### src/rtl/fpadd_12bit_accumulator.sv
// Packet-wise floating-point sum over a valid/ready stream of 14-bit FloPoCo
// operands (wE=5, wF=6), closing the FPADD_12bit loop through a registered accumulator.

module FPADD_12bit (
    input  logic [13:0] X,
    input  logic [13:0] Y,
    output logic [13:0] R
);
    localparam logic [13:0] NAN_C = 14'h3000;

    logic              swap, sub, sticky, rnd_up;
    logic [13:0]       a, b;
    logic [4:0]        d, p;
    logic [31:0]       b_wide;
    logic [15:0]       ma, mb;
    logic [16:0]       s, norm;
    logic [7:0]        sig_r, e_u;
    logic signed [7:0] e;
    logic [5:0]        unused_bits;

    // a is the operand with the larger magnitude, so ma >= mb and the result takes a's sign
    assign swap = (Y[10:0] > X[10:0]);
    assign a    = swap ? Y : X;
    assign b    = swap ? X : Y;
    assign d    = a[10:6] - b[10:6];
    assign sub  = a[11] ^ b[11];

    // Nine guard bits below the significand; bits shifted further out are jammed into the LSB
    assign ma     = {1'b1, a[5:0], 9'b0};
    assign b_wide = {1'b1, b[5:0], 9'b0, 16'b0} >> d;
    assign mb     = b_wide[31:16] | {15'b0, |b_wide[15:0]};
    assign s      = sub ? ({1'b0, ma} - {1'b0, mb}) : ({1'b0, ma} + {1'b0, mb});

    always_comb begin
        p = 5'd0;
        for (int i = 0; i < 17; i++) begin
            if (s[i]) p = 5'(i);
        end
    end

    assign norm   = s << (5'd16 - p);
    assign sticky = |norm[8:0];
    assign rnd_up = norm[9] & (sticky | norm[10]);
    assign sig_r  = {1'b0, norm[16:10]} + {7'b0, rnd_up};
    assign e_u    = {3'b0, a[10:6]} + {3'b0, p} + {7'b0, sig_r[7]} - 8'd15;
    assign e      = e_u;

    assign unused_bits = {a[13:12], b[13:12], sig_r[6], b_wide[0]};

    always_comb begin
        R = 14'h0000;
        if (X[13:12] == 2'b11 || Y[13:12] == 2'b11)
            R = NAN_C;
        else if (X[13:12] == 2'b10 && Y[13:12] == 2'b10)
            R = (X[11] == Y[11]) ? {2'b10, X[11], 11'b0} : NAN_C;
        else if (X[13:12] == 2'b10)
            R = {2'b10, X[11], 11'b0};
        else if (Y[13:12] == 2'b10)
            R = {2'b10, Y[11], 11'b0};
        else if (X[13:12] == 2'b00 && Y[13:12] == 2'b00)
            R = {2'b00, X[11] & Y[11], 11'b0};
        else if (X[13:12] == 2'b00)
            R = Y;
        else if (Y[13:12] == 2'b00)
            R = X;
        else if (s == 17'd0)
            R = 14'h0000;
        else if (e > 8'sd31)
            R = {2'b10, a[11], 11'b0};
        else if (e < 8'sd0)
            R = {2'b00, a[11], 11'b0};
        else
            R = {2'b01, a[11], e[4:0], sig_r[5:0]};
    end
endmodule

module fpadd_12bit_accumulator #(
    parameter int  MAX_TERMS = 64,
    localparam int CW        = $clog2(MAX_TERMS + 1)
) (
    input  logic          clk,
    input  logic          rst,
    input  logic          in_valid,
    output logic          in_ready,
    input  logic [13:0]   in_data,
    input  logic          in_last,
    output logic          out_valid,
    input  logic          out_ready,
    output logic [13:0]   out_data,
    output logic [CW-1:0] out_count,
    output logic          out_trunc
);
    typedef enum logic {S_ACC = 1'b0, S_HOLD = 1'b1} state_t;

    state_t        state_q, state_d;
    logic [13:0]   acc_q, acc_d, sum_c, out_data_q, out_data_d;
    logic [CW-1:0] cnt_q, cnt_d, cnt_inc, out_count_q, out_count_d;
    logic          out_trunc_q, out_trunc_d;
    logic          accept, done;

    FPADD_12bit u_add (.X(acc_q), .Y(in_data), .R(sum_c));

    assign cnt_inc = cnt_q + CW'(1);
    assign accept  = in_valid & (state_q == S_ACC);
    assign done    = in_last | (cnt_inc == CW'(MAX_TERMS));

    always_comb begin
        state_d     = state_q;
        acc_d       = acc_q;
        cnt_d       = cnt_q;
        out_data_d  = out_data_q;
        out_count_d = out_count_q;
        out_trunc_d = out_trunc_q;
        case (state_q)
            S_ACC: begin
                if (accept) begin
                    acc_d = sum_c;
                    cnt_d = cnt_inc;
                    if (done) begin
                        out_data_d  = sum_c;
                        out_count_d = cnt_inc;
                        out_trunc_d = ~in_last;
                        acc_d       = 14'h0000;
                        cnt_d       = '0;
                        state_d     = S_HOLD;
                    end
                end
            end
            S_HOLD: begin
                if (out_ready) state_d = S_ACC;
            end
            default: state_d = S_ACC;
        endcase
    end

    always_ff @(posedge clk) begin
        if (rst) begin
            state_q     <= S_ACC;
            acc_q       <= 14'h0000;
            cnt_q       <= '0;
            out_data_q  <= 14'h0000;
            out_count_q <= '0;
            out_trunc_q <= 1'b0;
        end else begin
            state_q     <= state_d;
            acc_q       <= acc_d;
            cnt_q       <= cnt_d;
            out_data_q  <= out_data_d;
            out_count_q <= out_count_d;
            out_trunc_q <= out_trunc_d;
        end
    end

    // Single-bit state: both handshake outputs are straight register decodes
    assign in_ready  = (state_q == S_ACC);
    assign out_valid = (state_q == S_HOLD);
    assign out_data  = out_data_q;
    assign out_count = out_count_q;
    assign out_trunc = out_trunc_q;
endmodule

### config.mk
export PLATFORM = sky130hd
export DESIGN_NAME = fpadd_12bit_accumulator
export DESIGN_NICKNAME = d
export VERILOG_FILES = /design/src/rtl/fpadd_12bit_accumulator.sv
export SDC_FILE = /design/constraint.sdc
export NUM_CORES = 1
export LEC_CHECK = 0
export ABC_AREA = 1
export ABC_CLOCK_PERIOD_IN_PS = 15200
export CAP_MARGIN = 10
export CORE_MARGIN = 1.5
export CORE_UTILIZATION = 55
export DETAILED_ROUTE_END_ITERATION = 6
export GPL_TIMING_DRIVEN = 0
export PLACE_DENSITY_LB_ADDON = 0.15
export REMOVE_ABC_BUFFERS = 1
export SLEW_MARGIN = 20
export SYNTH_ARGS = -nofsm -noshare
export SYNTH_HDL_FRONTEND = slang
export SYNTH_HIERARCHICAL = 1
export SYNTH_SLANG_ARGS = --single-unit
### constraint.sdc
create_clock -name clk -period 15.2 [get_ports clk]
set_input_delay 3.04 -clock clk [delete_from_list [all_inputs] [get_ports clk]]
set_output_delay 3.04 -clock clk [all_outputs]
set_load 0.005 [all_outputs]
==> qor.csv, run 1 <==
metric;value;unit
drt first pass iters;6;
hpwl dp;12.2;mm
Total GRT Usage;26.7;%
DIE AREA;11700;sq um
Critical R2R Launch;acc_q[6];
most common cell in the netlist;nand2_1;
CTS tree;yes;
Synth area leaders;nand2_1, dfxtp_1, nand3_1, ha_1, inv_1;
initial antenna violation count;0;
crit path kind;in2reg;
CP arrival;13.65;ns
# setup viols final;0;
share of the synthesized area in the top cell type;18.3;%
number of synthesized flops with an enable pin;0;
leak pwr;3.41;nW
DR vias/cell;5.32;
largest net degree at the start of global routing;37;
Critical Path Start;in_data[6];
Final GP Congestion;0.948;
Skew-Pair Late Insertion Delay;0.30;ns
Area growth syn-to-layout;7.61;%
Mean Syn Cell Area;5.89;sq um
First DRT Iteration DRCs;494;
wire length per cell;12.8;um
first-pass GRT wire length;25.6;mm
WHS;0.444;ns
maxcap violations;0;
setup bufs post-CTS;0;
Async SR Flop Fraction;0;%
# diodes;0;
Post-DRT Antenna Nets;0;
final slew viol count;0;
Post-synth top flop;dfxtp_1;
GRT Residual Overflow;0;
Most common cell on crit path;nand2_1;
share of layout cells above drive strength 1;9.72;%
final hold vios;0;
clock root buffer;clkbuf_8;
RSZ-0062 raised after global routing;no;
status;completed;
Core Footprint;10800;sq um
CTS buffer count;5;
die width;108;um
Final Skew;0.0126;ns
Max Buffers Root-to-Sink;2;
TritonCTS Sinks;44;
peak supply drop;0.0000874;V
#FFs+latches synth;44;
mapped cell area;6080;sq um
fin util;60.6;%
Clock Pin Slew Worst Setup and Hold Paths;0.07;ns
initial core utilization;56.3;%
minimum clock period;13.42;ns
slowest cell delay on critical path;0.62;ns
Worst setup EP type;flip-flop;
cells after synthesis;1033;
max_slew headroom;32.2;%
number of global-route vias before repair;5658;
Startpoint Class;input port;
hold_sp;out_count[6];
Final TNS setup;0;ns
number of hold buffers added after cts;0;
hold crit path type;reg2reg;
Slew @ Worst Pin;1.01;ns
Max Fclk;74.5;MHz
die height;108;um
Critical Path RT;15.43;ns
PD cells;113;nW/um^2
H-tree levels;2;
YS warnings;6;
Rows;38;
slowest stage cell on the critical path;clkinv_1;
period utilisation layout;88.3;%
Post-synth top cells;nand2_1, nand3_1, inv_1, nor2_1, dfxtp_1;
Ports;43;
Seq/Total Area, Yosys;14.5;%
crit path max fanout;28;
Total Nets Final;1109;
Routed WL;15.2;mm
DRC errors left;0;
cts repair resizes;0;
dominant cell type by area after synthesis;nand2_1;
PortBufs;42;
DR vias;6331;
post-synthesis cell type count;58;
[registers in the layout (all words and copies together), names as in the netlist]
| signal | cells |
|---|---|
| out_valid | 1 |
| out_data | 14 |
| cnt_q | 7 |
| acc_q | 14 |
| out_trunc | 1 |
| out_count | 7 |
[layer usage]
layer	routed length [um]	up-vias	global-route usage [%]
met5	0	-	0
met4	388	0	8.46
met3	741	22	2.47
met2	6840	146	45.7
met1	7230	2782	35.2
li1	-	3381	-
[critical path: cells and delay by family]
kind / cells / cell delay (ns)
fa+ha+maj: 7 / 2.55
buf+inv: 7 / 1.90
simple gates: 29 / 3.90
mux: 1 / 0.12
compound gates: 9 / 2.10
[final cells by class]
type / instances / area (sq um)
Inverter: 143 / 539
Tap cell: 140 / 175
Clock inverter: 2 / 10.0
Sequential cell: 44 / 881
Timing Repair Buffer: 42 / 420
Fill cell: 1164 / 4250
Clock buffer: 6 / 82.6
Multi-Input combinational cell: 812 / 4440
[power by group]
group | total, mW | switching (mW) | leakage (nW) | internal (mW)
Combinational | 0.537 | 0.361 | 3.00 | 0.176
Sequential | 0.128 | 0.00538 | 0.360 | 0.122
Clock | 0.0746 | 0.0384 | 0.0510 | 0.0363
Total | 0.739 | 0.405 | 3.41 | 0.334
[through the flow]
stage | instances | area, sq um | setup slack (ns) | total power [mW]
detailed placement | 1181 | 6450 | 1.65 | 0.658
CTS | 1189 | 6540 | 1.93 | 0.735
global placement | 1181 | 6450 | 1.65 | 0.654
floorplan | 999 | 5860 | 4.03 | 0.537
global route | 1189 | 6540 | 0.899 | 0.814
finish | 1189 | 6540 | 1.78 | 0.739
[logic make-up after synthesis]
group                      count (synthesis)  synth area share, %
AOI/OAI and AO/OA                        120                 11.6
muxes                                     10                 1.65
adders and majority gates                 42                 8.89
and+or+nand+nor                          630                 49.1
buffers and inverters                    177                 12.6
DFF                                       44                 14.5
xor gates and xnor gates                  10                 1.69
[path summary, 6_finish.rpt]
check / cells past startpoint / slack, ns / endpoint
max: 53 / 1.78 / acc_q[1]
min: 2 / 0.44 / out_count[6]
max reg2reg: 53 / 4.59 / acc_q[1]
min reg2reg: 2 / 0.44 / out_count[6]
[cell usage in the layout (no fill, tap or decap), types with 4 or more instances in the layout]
| cell | netlist | routed |
|---|---|---|
| or2_2 | 5 | 5 |
| clkinv_1 | 4 | 4 |
| nand3b_1 | 6 | 6 |
| nand2_4 | 10 | 10 |
| nand4_1 | 11 | 11 |
| nor2_1 | 72 | 72 |
| inv_1 | 127 | 127 |
| mux2i_1 | 10 | 10 |
| nor2_2 | 6 | 6 |
| o21ai_0 | 39 | 39 |
| nand3_2 | 14 | 14 |
| o21ai_1 | 8 | 8 |
| clkdlybuf4s50_1 | 0 | 42 |
| nor3_1 | 4 | 4 |
| xor2_1 | 5 | 5 |
| nand3_1 | 163 | 163 |
| nand2_1 | 296 | 296 |
| clkbuf_8 | 0 | 6 |
| ha_1 | 40 | 40 |
| a21oi_1 | 43 | 43 |
| nand2_2 | 31 | 31 |
| dfxtp_1 | 44 | 44 |
| inv_2 | 11 | 11 |
Power figures use the tool's default switching activity.
==> run 2: changes to the inputs <==
--- a/config.mk
+++ b/config.mk
@@ -6,12 +6,11 @@
 export NUM_CORES = 1
 export LEC_CHECK = 0
 export ABC_AREA = 1
-export ABC_CLOCK_PERIOD_IN_PS = 15200
+export ABC_CLOCK_PERIOD_IN_PS = 14810
 export CAP_MARGIN = 10
 export CORE_MARGIN = 1.5
 export CORE_UTILIZATION = 55
 export DETAILED_ROUTE_END_ITERATION = 6
-export GPL_TIMING_DRIVEN = 0
 export PLACE_DENSITY_LB_ADDON = 0.15
 export REMOVE_ABC_BUFFERS = 1
 export SLEW_MARGIN = 20
==> constraint.sdc (replaced) <==
create_clock -name clk -period 14.81 [get_ports clk]
set_input_delay 2.962 -clock clk [delete_from_list [all_inputs] [get_ports clk]]
set_output_delay 2.962 -clock clk [all_outputs]
set_load 0.005 [all_outputs]
==> run 2 against run 1 <==
Utilization is 0.12 points higher; cell count rose by 0.17%; worst setup slack better by 0.15 ns; non-clock buffer count increased by 2; sequential cell count unchanged; sequential share of layout area hardly changed; first-iteration DRC count rose by 0.81%; clock power grew 3.2%; clock-buffer cell count increased by 2; register-to-register slack about the same; critical endpoint is now acc_q[12]; total power up 3.3%.
==> qor.csv, run 2 (synthesized netlist as in run 1, its figures left out) <==
metric;value;unit;change
status;completed;;
Worst Setup Slack, final;1.92;ns;+0.148 ns
Max Fclk;77.6;MHz;
CTS buffer count;5;;unchanged
CTS tree;yes;;
die height;108;um;unchanged
share of layout cells above drive strength 1;9.71;%;-0.019 points
most frequent cells in the layout;nand2_1, nand3_1, inv_1;;
Most common cell on crit path;nand2_1;;
crit path max fanout;28;;unchanged
peak supply drop;0.0000806;V;-7.8%
Skew-Pair Late Insertion Delay;0.30;ns;about the same
RSZ-0062 raised after global routing;no;;
hpwl dp;12.9;mm;+6.0%
Post-DRT Antenna Nets;0;;unchanged
Total Nets Final;1111;;+0.18%
DR vias;6481;;+2.4%
hold crit path type;reg2reg;;
initial core utilization;56.3;%;unchanged
first-pass GRT wire length;27.3;mm;+6.4%
minimum clock period;12.89;ns;
number of global-route vias before repair;5855;;+3.5%
Routed WL;16.2;mm;+6.7%
Startpoint Class;input port;;
number of hold buffers added after cts;0;;unchanged
# setup viols final;0;;unchanged
Final GP Congestion;0.919;;-3.1%
Core Footprint;10800;sq um;unchanged
cts repair resizes;0;;unchanged
initial antenna violation count;0;;unchanged
Slew @ Worst Pin;0.911;ns;-0.103 ns
DR vias/cell;5.44;;+2.2%
max_slew headroom;39.0;%;+6.8 points
die width;108;um;unchanged
worst path bufs/invs;6;;-1
# diodes;0;;unchanged
crit path kind;in2reg;;
largest net degree at the start of global routing;37;;unchanged
TritonCTS Sinks;44;;unchanged
pre-CTS worst setup slack;1.88;ns;+0.224 ns
PortBufs;42;;unchanged
First DRT Iteration DRCs;498;;+0.81%
final hold vios;0;;unchanged
GRT Residual Overflow;0;;unchanged
DIE AREA;11700;sq um;unchanged
CP arrival;13.07;ns;-0.58 ns
wire length per cell;13.6;um;+6.5%
setup bufs post-CTS;0;;unchanged
Ports;43;;unchanged
maxcap violations;0;;unchanged
Critical Path RT;15.00;ns;-0.43 ns
Fill cells;1078;;-7.4%
Rows;38;;unchanged
Final TNS setup;0;ns;unchanged
final slew viol count;0;;unchanged
Area growth syn-to-layout;7.82;%;
PD cells;116;nW/um^2;+3.1%
leak pwr;3.42;nW;+0.12%
crit-path leading delay family;simple AND/OR/NAND/NOR gates;;
clock root buffer;clkbuf_8;;
period utilisation layout;87.0;%;
Max Buffers Root-to-Sink;2;;unchanged
commonest non-fill, non-tap cell in the layout;nand2_1;;
DRC errors left;0;;unchanged
Total GRT Usage;28.7;%;+2.1 points
drt first pass iters;5;;-1
slowest cell delay on critical path;0.56;ns;-0.06 ns
Final Skew;0.00377;ns;-0.00886 ns
Clock Pin Slew Worst Setup and Hold Paths;0.08;ns;about the same
slowest stage cell on the critical path;clkinv_1;;
H-tree levels;2;;unchanged
Worst setup EP type;flip-flop;;
## run 2: cell type report
cell class                 instances  area (sq um)  share of cell area [%]
sequential                        44           881                    13.4
tap                              140           175                    2.67
inverter                         143           539                    8.23
timing repair buffer              44           435                    6.64
clock buffer                       8          90.1                    1.37
multi-input combinational        812          4440                    67.7
## run 2: layer usage
metal,GRT usage [%],part of all wire (%),wire length [um]
met3,3.13,5.3,854
met5,0,0,0
met2,48.3,45,7290
met1,38.3,47,7700
met4,9.21,2.3,379
## run 2: final timing paths
| path | from | endpoint | slack, ns | cells past startpoint |
|---|---|---|---|---|
| worst max register to register | acc_q[6] | acc_q[12] | 4.60 | 53 |
| worst min register to register | out_count[6] | out_count[6] | 0.45 | 2 |
| worst min-delay path | out_count[6] | out_count[6] | 0.45 | 2 |
| worst max-delay path | in_data[6] | acc_q[12] | 1.92 | 53 |
## run 2: report_power, final
| group | internal [mW] | switching [mW] |
|---|---|---|
| registers | 0.125 | 0.00575 |
| clock network | 0.0380 | 0.0390 |
| logic | 0.181 | 0.374 |
## run 2: tightest hold or removal path: cells and delay by family (launching register included)
family	cells	cell delay, ns
AO/OA/AOI/OAI	1	0.05
flip-flops	1	0.31
buffers and inverters	1	0.04
## run 2: per-stage QoR
stage	instance area [sq um]	instances	utilization, %	power (mW)	hold WS (ns)
floorplan	5860	999	-	0.551	0.442
global placement	6470	1183	59.9	0.677	0.434
detailed placement	6470	1183	59.9	0.678	0.438
CTS	6560	1191	60.7	0.757	0.450
global route	6560	1191	60.7	0.839	0.489
finish	6560	1191	60.7	0.764	0.446
==> run 3: changes to the inputs <==
--- a/config.mk
+++ b/config.mk
@@ -9,9 +9,9 @@
 export ABC_CLOCK_PERIOD_IN_PS = 14810
 export CAP_MARGIN = 10
 export CORE_MARGIN = 1.5
-export CORE_UTILIZATION = 55
+export CORE_UTILIZATION = 50
 export DETAILED_ROUTE_END_ITERATION = 6
-export PLACE_DENSITY_LB_ADDON = 0.15
+export PLACE_DENSITY = 0.7
 export REMOVE_ABC_BUFFERS = 1
 export SLEW_MARGIN = 20
 export SYNTH_ARGS = -nofsm -noshare
==> constraint.sdc (replaced) <==
create_clock -name clk -period 14.81 [get_ports clk]
set_input_delay 2.962 -clock clk [delete_from_list [all_inputs] [get_ports clk]]
set_output_delay 2.962 -clock clk [all_outputs]
set_load 0.01 [all_outputs]
==> run 3 against run 2 <==
Combinational power increased by 1%; utilization fell by 5.2 points; sequential share of layout area down 0.17 points; clock-buffer cell count shrank 3; sequential cell count stayed put; largest power group unchanged; clock power up 64%; routed wire length grew 2.9%; via count shrank 0.17%; highest routed layer unchanged.
==> qor.csv, run 3 (synthesized netlist as in run 1, its figures left out) <==
metric;value;unit;change
RSZ-0062 raised after global routing;no;;
M2 GR Usage;44.4;%;-3.9 points
worst reg2reg path endpoint;acc_q[7];;
Tot Pwr;0.820;mW;+7.4%
period utilisation layout;87.4;%;+0.38 points
PD cells;123;nW/um^2;+6.0%
# diodes;0;;unchanged
Final TNS setup;0;ns;unchanged
setup bufs post-CTS;0;;unchanged
GRT met3 Usage;3.32;%;+0.19 points
GRT Residual Overflow;0;;unchanged
final hold vios;0;;unchanged
slowest stage cell on the critical path;ha_1;;
Most common cell on crit path;nand2_1;;
Crit. path cell count;55;;+3.8%
DR vias;6470;;-0.17%
Startpoint Class;input port;;
Reg2Reg Depth;55;;+3.8%
cts repair resizes;0;;unchanged
CTS tree;yes;;
Total Nets Final;1111;;unchanged
First DRT Iteration DRCs;644;;+29%
Worst setup endpoint;acc_q[7];;
DRC errors left;0;;unchanged
slowest cell delay on critical path;0.64;ns;+0.08 ns
number of global-route vias before repair;5954;;+1.7%
Final Non-Filler Cells;1198;;+0.59%
Routed WL;16.7;mm;+2.9%
Area growth syn-to-layout;9.24;%;
R2R setup slack;4.57;ns;-0.03 ns
max_slew headroom;33.3;%;-5.8 points
Max Buffers Root-to-Sink;2;;unchanged
PortBufs;42;;unchanged
die height;113;um;+4.7%
FF+latch area;881;sq um;unchanged
die width;113;um;+4.7%
H-tree levels;2;;unchanged
CTS buffer count;5;;unchanged
CP arrival;13.16;ns;+0.09 ns
Critical Path Start;in_data[6];;
crit path kind;in2reg;;
largest net degree at the start of global routing;37;;unchanged
minimum clock period;12.94;ns;+0.0560 ns
Rows;40;;+5.3%
maxcap violations;0;;unchanged
number of hold buffers added after cts;0;;unchanged
Worst setup EP type;flip-flop;;
drt first pass iters;5;;unchanged
initial antenna violation count;0;;unchanged
multi-input combinational cell area;4440;sq um;unchanged
crit-path leading delay family;simple AND/OR/NAND/NOR gates;;
TritonCTS Sinks;44;;unchanged
DR vias/cell;5.40;;-0.75%
Final GP Congestion;0.913;;-0.64%
hpwl dp;13.3;mm;+3.1%
crit path max fanout;28;;unchanged
Final Skew;0.00418;ns;+0.000404 ns
DIE AREA;12800;sq um;+9.7%
Core Footprint;12000;sq um;+11%
Max Fclk;77.3;MHz;-0.43%
Critical R2R Launch;acc_q[6];;
commonest non-fill, non-tap cell in the layout;nand2_1;;
first-pass GRT wire length;28.3;mm;+3.9%
worst path bufs/invs;10;;+4
Slew @ Worst Pin;0.995;ns;+0.0836 ns
status;completed;;
Total GRT Usage;26.7;%;-2.0 points
Critical Path RT;15.03;ns;+0.03 ns
hold crit path type;reg2reg;;
peak supply drop;0.000100;V;+24%
initial core utilization;50.8;%;-5.5 points
GRT Max-Usage Layer;met2;;
# setup viols final;0;;unchanged
clock root buffer;clkbuf_16;;
Fill cells;1241;;+15%
wire length per cell;13.9;um;+2.3%
Clock Pin Slew Worst Setup and Hold Paths;0.06;ns;-0.02 ns
dpl cells;1190;;+0.59%
most frequent cells in the layout;nand2_1, nand3_1, inv_1;;
final slew viol count;0;;unchanged
GRT met1 Usage;36.5;%;-1.8 points
share of layout cells above drive strength 1;9.90;%;+0.19 points
leak pwr;3.45;nW;+0.99%
Skew-Pair Late Insertion Delay;0.29;ns;about the same
Post-DRT Antenna Nets;0;;unchanged
Ports;43;;unchanged
==> run 3: cell types whose count changed in the layout (fill, tap and decap cells not counted), sizes merged <==
cell	delta
bufinv	+1
clkinvlp	+1
clkinv	+1
clkbuf	-3
==> run 3: cell type report <==
class | count | area share (%)
flip-flops and latches | 44 | 13.3
multi-input cells | 812 | 66.8
clock buffers | 5 | 1.88
repair buffers | 44 | 6.55
clock inverters | 3 | 0.640
well taps | 147 | 2.77
inverters | 143 | 8.12
==> run 3: where the power goes <==
group	total, mW	switching (mW)	leakage [nW]	internal (mW)
registers	0.131	0.00575	0.360	0.126
logic	0.562	0.380	3.01	0.182
clock network	0.126	0.0468	0.0798	0.0792
==> run 3: worst register-to-register path, delay by kind of cell (launching register included) <==
family	cells	cell delay, ns
buffers and inverters	10	1.65
and+or+nand+nor	27	3.41
DFF	1	0.44
adders and majority gates	8	2.75
AOI/OAI and AO/OA	9	1.82
muxes	1	0.13
==> run 3: routing by layer <==
metal	share of wire [%]	wire, um
met1	47	7780
met2	46	7680
met3	5.7	953
met4	1.7	280
met5	0	0
==> run 3: how the worst min path moves through the flow <==
| stage | from | to | slack (ns) | cells past startpoint |
|---|---|---|---|---|
| floorplan | out_count[6] | out_count[6] | 0.47 | 2 |
| global placement | out_count[6] | out_count[6] | 0.43 | 2 |
| detailed placement | out_count[6] | out_count[6] | 0.44 | 2 |
| CTS | out_count[6] | out_count[6] | 0.45 | 2 |
| global route | out_trunc | out_trunc | 0.46 | 2 |
| finish | out_count[6] | out_count[6] | 0.44 | 2 |
==> run 3: through the flow <==
stage	utilization [%]	setup slack (ns)	cell area, sq um	hold WS (ns)
detailed placement	54.1	1.82	6470	0.436
global route	55.5	0.853	6640	0.461
finish	55.5	1.87	6640	0.443
CTS	55.5	2.11	6640	0.446
global placement	54.1	2.00	6470	0.434
floorplan	-	3.71	5860	0.469
==> variant 1, RTL diff (config.mk and constraints of run 2) <==
Make the reset (`rst`) asynchronous in one clocked block.
--- a/src/rtl/fpadd_12bit_accumulator.sv
+++ b/src/rtl/fpadd_12bit_accumulator.sv
@@ -133,7 +133,7 @@
         endcase
     end
 
-    always_ff @(posedge clk) begin
+    always_ff @(posedge clk or posedge rst) begin
         if (rst) begin
             state_q     <= S_ACC;
             acc_q       <= 14'h0000;
Behaviour: not the same (a bounded check fails within 4 cycles, from zero or initial values and one cycle with rst high; the reset may be asserted at any time).
==> variant 1 against run 2 <==
  * Register-to-register slack lost 0.09 ns
  * Sequential cell count unchanged
  * Routed wire length up 4.1%
  * Count of clock-buffer cells in the layout decreased by 3
  * Highest routed layer unchanged
  * Critical endpoint is now acc_q[7]$_DFFE_PP0P_
  * Die area up 1.6%
  * Sequential share of layout area rose by 3.2 points
  * Worst setup slack got worse by 0.075 ns
  * Final area increased by 0.90%
  * Synthesized area up 1.6%
Power is not compared: it rests on default switching activity, and its combinational part moved more than twofold at a synthesized area within 25%.
==> variant 1: results (changes against run 2) <==
synth.area.mux_share_pct: 0  # -1.6 points
nets: 1093  # -1.6%
crit_arrival_ns: 13.17  # +0.10 ns
wirelength_um: 16900  # +4.1%
async_flop_share_pct: 100  # +100 points
post-place-cells: 1165  # -1.5%
slew_headroom_pct: 35.0  # -4.0 points
p_clk_w: 0.0000714
routedWlPerCell_um: 14.4  # +5.8%
rrSetupSlack_ns: 4.51  # -0.09 ns
ys.flop_type: "dfrtp_1"
grt_usage_pct: 29.4  # +0.65 points
place_congestion: 0.925  # +0.71%
synth_common_cells: "347 x nand2_1, 167 x nand3_1, 114 x inv_1"
ff2ff_path_depth: 55  # +3.8%
synth_top_area_share_pct: 21.1  # +2.8 points
synth-xor-area-share_pct: 1.38  # -0.31 points
post_dp_cell_area_um2: 6530  # +1.0%
drive_gt1_share_pct: 9.79  # +0.082 points
drt_iter0_markers: 536  # +7.6%
synth_compound_area_share_pct: 11.2  # -0.45 points
grt_max_degree: 45  # +22%
avgSynthCellArea_um2: 6.08  # +3.3%
grt_pass1_wl_um: 27800  # +2.0%
fillers: 1133  # +5.1%
status: "complete, no violations"
yosysSeqAreaShare_pct: 17.8  # +3.3 points
cpPeakStageDelay_ns: 0.65  # +0.09 ns
critPathCapture: "acc_q[7]$_DFFE_PP0P_"
reg2reg_from: "acc_q[6]$_DFFE_PP0P_"
critPathLaunch: "in_data[6]"
clockBufferDepth: 2  # unchanged
cpMaxStageDelayCell: "ha_1"
synthAdderAreaFrac_pct: 8.75  # -0.14 points
path_max_fanout: 28  # unchanged
synth_cell_types: 56  # -3.4%
vias: 6501  # +0.31%
skew_ns: 0.0124  # +0.00862 ns
dpl_worst_slack_ns: 1.71  # -0.168 ns
synth_warnings: 6  # unchanged
place_hpwl_um: 13200  # +2.7%
fin_ws_ns: 1.85  # -0.0749 ns
grt_pass1_vias: 5802  # -0.91%
cts_made_buffers: 5  # unchanged
yosys-top-cells-area: "nand2_1 21%, dfrtp_1 18%, nand3_1 14%"
antenna_cells: 0  # unchanged
## variant 1: cell types whose count changed in the layout (fill, tap and decap cells not counted), sizes merged, moves of 4 or more
| cell | change |
|---|---|
| dfrtp | +44 |
| nor2 | -38 |
| nand3 | +4 |
| a21oi | -9 |
| dfxtp | -44 |
| mux2i | -10 |
| nand2 | +50 |
| inv | -13 |
## variant 1: how the worst min path moves through the flow
stage	startpoint	endpoint	slack [ns]	cells after the start
2_1_floorplan	out_count[0]$_DFFE_PP0P_	out_count[0]$_DFFE_PP0P_	0.47	2
3_3_place_gp	out_count[2]$_DFFE_PP0P_	out_count[2]$_DFFE_PP0P_	0.45	2
3_5_place_dp	out_count[2]$_DFFE_PP0P_	out_count[2]$_DFFE_PP0P_	0.46	2
4_1_cts	out_count[2]$_DFFE_PP0P_	out_count[2]$_DFFE_PP0P_	0.48	2
5_1_grt	out_count[5]$_DFFE_PP0P_	out_count[5]$_DFFE_PP0P_	0.50	2
6_report	out_count[2]$_DFFE_PP0P_	out_count[2]$_DFFE_PP0P_	0.47	2
## variant 1: cell families after synthesis
group | after synthesis
and+or+nand+nor | 643
xor gates and xnor gates | 8
DFF | 44
AOI/OAI and AO/OA | 116
adders and majority gates | 42
buffers and inverters | 163
## variant 1: per-layer routing
layer  wire length, µm  track usage [%]  part of all wire, %  vias up
met5                 0                0                    0        -
met4               423             8.65                  2.5        0
met3               843             2.93                  5.0       33
met2              7390             47.0                   44      196
met1              8230             41.8                   49     2933
li1                  -                -                    -     3339
## variant 1: area by class of cell
class	count	area, µm²	area share (%)
well taps	140	175	2.65
multi-input cells	809	4340	65.7
repair buffers	43	428	6.47
clock inverters	2	12.5	0.189
inverters	129	487	7.36
clock buffers	5	68.8	1.04
flip-flops and latches	44	1100	16.6
==> variant 2, RTL diff (settings of run 2) <==
Made on the original files. Set the parameter `MAX_TERMS` to 128 (it was 64).
--- a/src/rtl/fpadd_12bit_accumulator.sv
+++ b/src/rtl/fpadd_12bit_accumulator.sv
@@ -75,7 +75,7 @@
 endmodule
 
 module fpadd_12bit_accumulator #(
-    parameter int  MAX_TERMS = 64,
+    parameter int  MAX_TERMS = 128,
     localparam int CW        = $clog2(MAX_TERMS + 1)
 ) (
     input  logic          clk,
Interface: changed (resized out_count); port bits go from 43 to 44. No check against the original RTL was run, so the function may have changed too.
==> variant 2 against run 2 <==
  * Final area grew 3.3%
  * Fmax down 3.5%
  * Sequential cell count grew 2
  * Register-to-register slack lost 0.48 ns
  * Final cell count increased by 3.5%
  * Power grew 2.9%
  * Routed wire length rose by 11%
  * Synthesized area increased by 2.5%
  * Worst setup slack worse by 0.47 ns
  * Largest power group unchanged
==> variant 2: results (changes against run 2) <==
status: "complete, no violations"
max-vdd-ir-drop_uv: 73.7  # -8.6%
grt_max_degree: 47  # +27%
yosysSeqAreaShare_pct: 14.8  # +0.29 points
place_hpwl_um: 14100  # +9.2%
max_freq_ghz: 0.0749  # -3.5%
vias: 7016  # +8.3%
hold_buffers: 0  # unchanged
skew_ns: 0.00520  # +0.00143 ns
place_congestion: 0.979  # +6.6%
synth_cell_types: 52  # -10%
grt_usage_pct: 30.9  # +2.2 points
clockBufferDepth: 2  # unchanged
place.port_buffers: 43  # +2.4%
synth_common_cells: "329 x nand2_1, 205 x nand3_1, 112 x inv_1"
cts_root_buf: "clkbuf_16"
crit_arrival_ns: 13.51  # +0.44 ns
slew_headroom_pct: 31.5  # -7.5 points
drive_gt1_share_pct: 7.69  # -2.0 points
yosys-top-cells-area: "nand2_1 20%, nand3_1 16%, dfxtp_1 15%"
cpPeakStageDelay_ns: 0.60  # +0.04 ns
antenna_found_initial: 0  # unchanged
rrSetupSlack_ns: 4.12  # -0.48 ns
synth_warnings: 6  # unchanged
postCtsResizedCells: 0  # unchanged
cts_made_buffers: 5  # unchanged
path_max_fanout: 27  # -3.6%
post-place-cells: 1225  # +3.6%
grt_pass1_wl_um: 29700  # +8.9%
antenna_cells: 0  # unchanged
hold-worst-slack_ns: 0.462  # +0.0157 ns
setup_viol: 0  # unchanged
dr.pass1.iters: 6  # +1
synthCells: 1082  # +4.7%
p_leak_nw: 3.25  # -4.8%
ys.flop_type: "dfxtp_1"
grt_pass1_vias: 6304  # +7.7%
wirelength_um: 18100  # +11%
cpMaxStageDelayCell: "ha_2"
cts.clk_slew.worst_paths_ns: 0.06  # -0.02 ns
routedWlPerCell_um: 14.6  # +7.5%
clk_latency_ns: 0.29
drt_iter0_markers: 712  # +43%
-- variant 2: report_power, final --
| group | total, W | internal [W] | switching, W |
|---|---|---|---|
| clock | 0.000120 | 0.0000721 | 0.0000477 |
| sequential | 0.000130 | 0.000127 | 0.00000313 |
| combinational | 0.000535 | 0.000170 | 0.000365 |
| total | 0.000786 | 0.000369 | 0.000416 |
-- variant 2: metrics by stage --
| stage | cell area, µm² | setup WS (ns) |
|---|---|---|
| 2_1_floorplan | 5990 | 3.09 |
| 3_5_place_dp | 6610 | 0.979 |
| 4_1_cts | 6770 | 1.25 |
| 3_3_place_gp | 6610 | 1.32 |
| 6_report | 6780 | 1.45 |
| 5_1_grt | 6780 | 0.291 |
-- variant 2: critical path, delay by kind of cell --
family                     cells  cell delay, ns
AOI/OAI and AO/OA             13            1.98
buffers and inverters         13            2.04
and+or+nand+nor               25            3.54
adders and majority gates      8            2.99
-- variant 2: path summary, 6_finish.rpt --
path                               endpoint  cells after the start                 startpoint
setup / recovery     acc_q[12]$_SDFFE_PP0P_                     59                 in_data[6]
hold / removal    out_data[12]$_SDFFE_PP0P_                      2  out_data[12]$_SDFFE_PP0P_
setup reg to reg     acc_q[12]$_SDFFE_PP0P_                     59      acc_q[6]$_SDFFE_PP0P_
hold reg to reg   out_data[12]$_SDFFE_PP0P_                      2  out_data[12]$_SDFFE_PP0P_
-- variant 2: layout make-up --
class,count,area (µm²)
tap,140,175
inverter,129,490
clock inverter,1,8.76
clock buffer,7,153
fill,1106,4160
sequential,46,921
multi-input combinational,866,4590
timing repair buffer,44,438
-- variant 2: cells by family after synthesis --
kind of cell | synth area share [%]
AND/OR/NAND/NOR | 49.0
XOR/XNOR | 1.51
flip-flops | 14.8
AO/OA/AOI/OAI | 14.2
adder cells (fa/ha/maj) | 8.88
buffers and inverters | 11.6
-- variant 2: per-layer routing --
layer | vias up | routed length (µm) | GRT usage, %
met4 | 0 | 241 | 7.79
met5 | - | 0 | 0
li1 | 3593 | - | -
met3 | 26 | 1160 | 3.08
met1 | 3142 | 8280 | 43.1
met2 | 255 | 8370 | 50.7
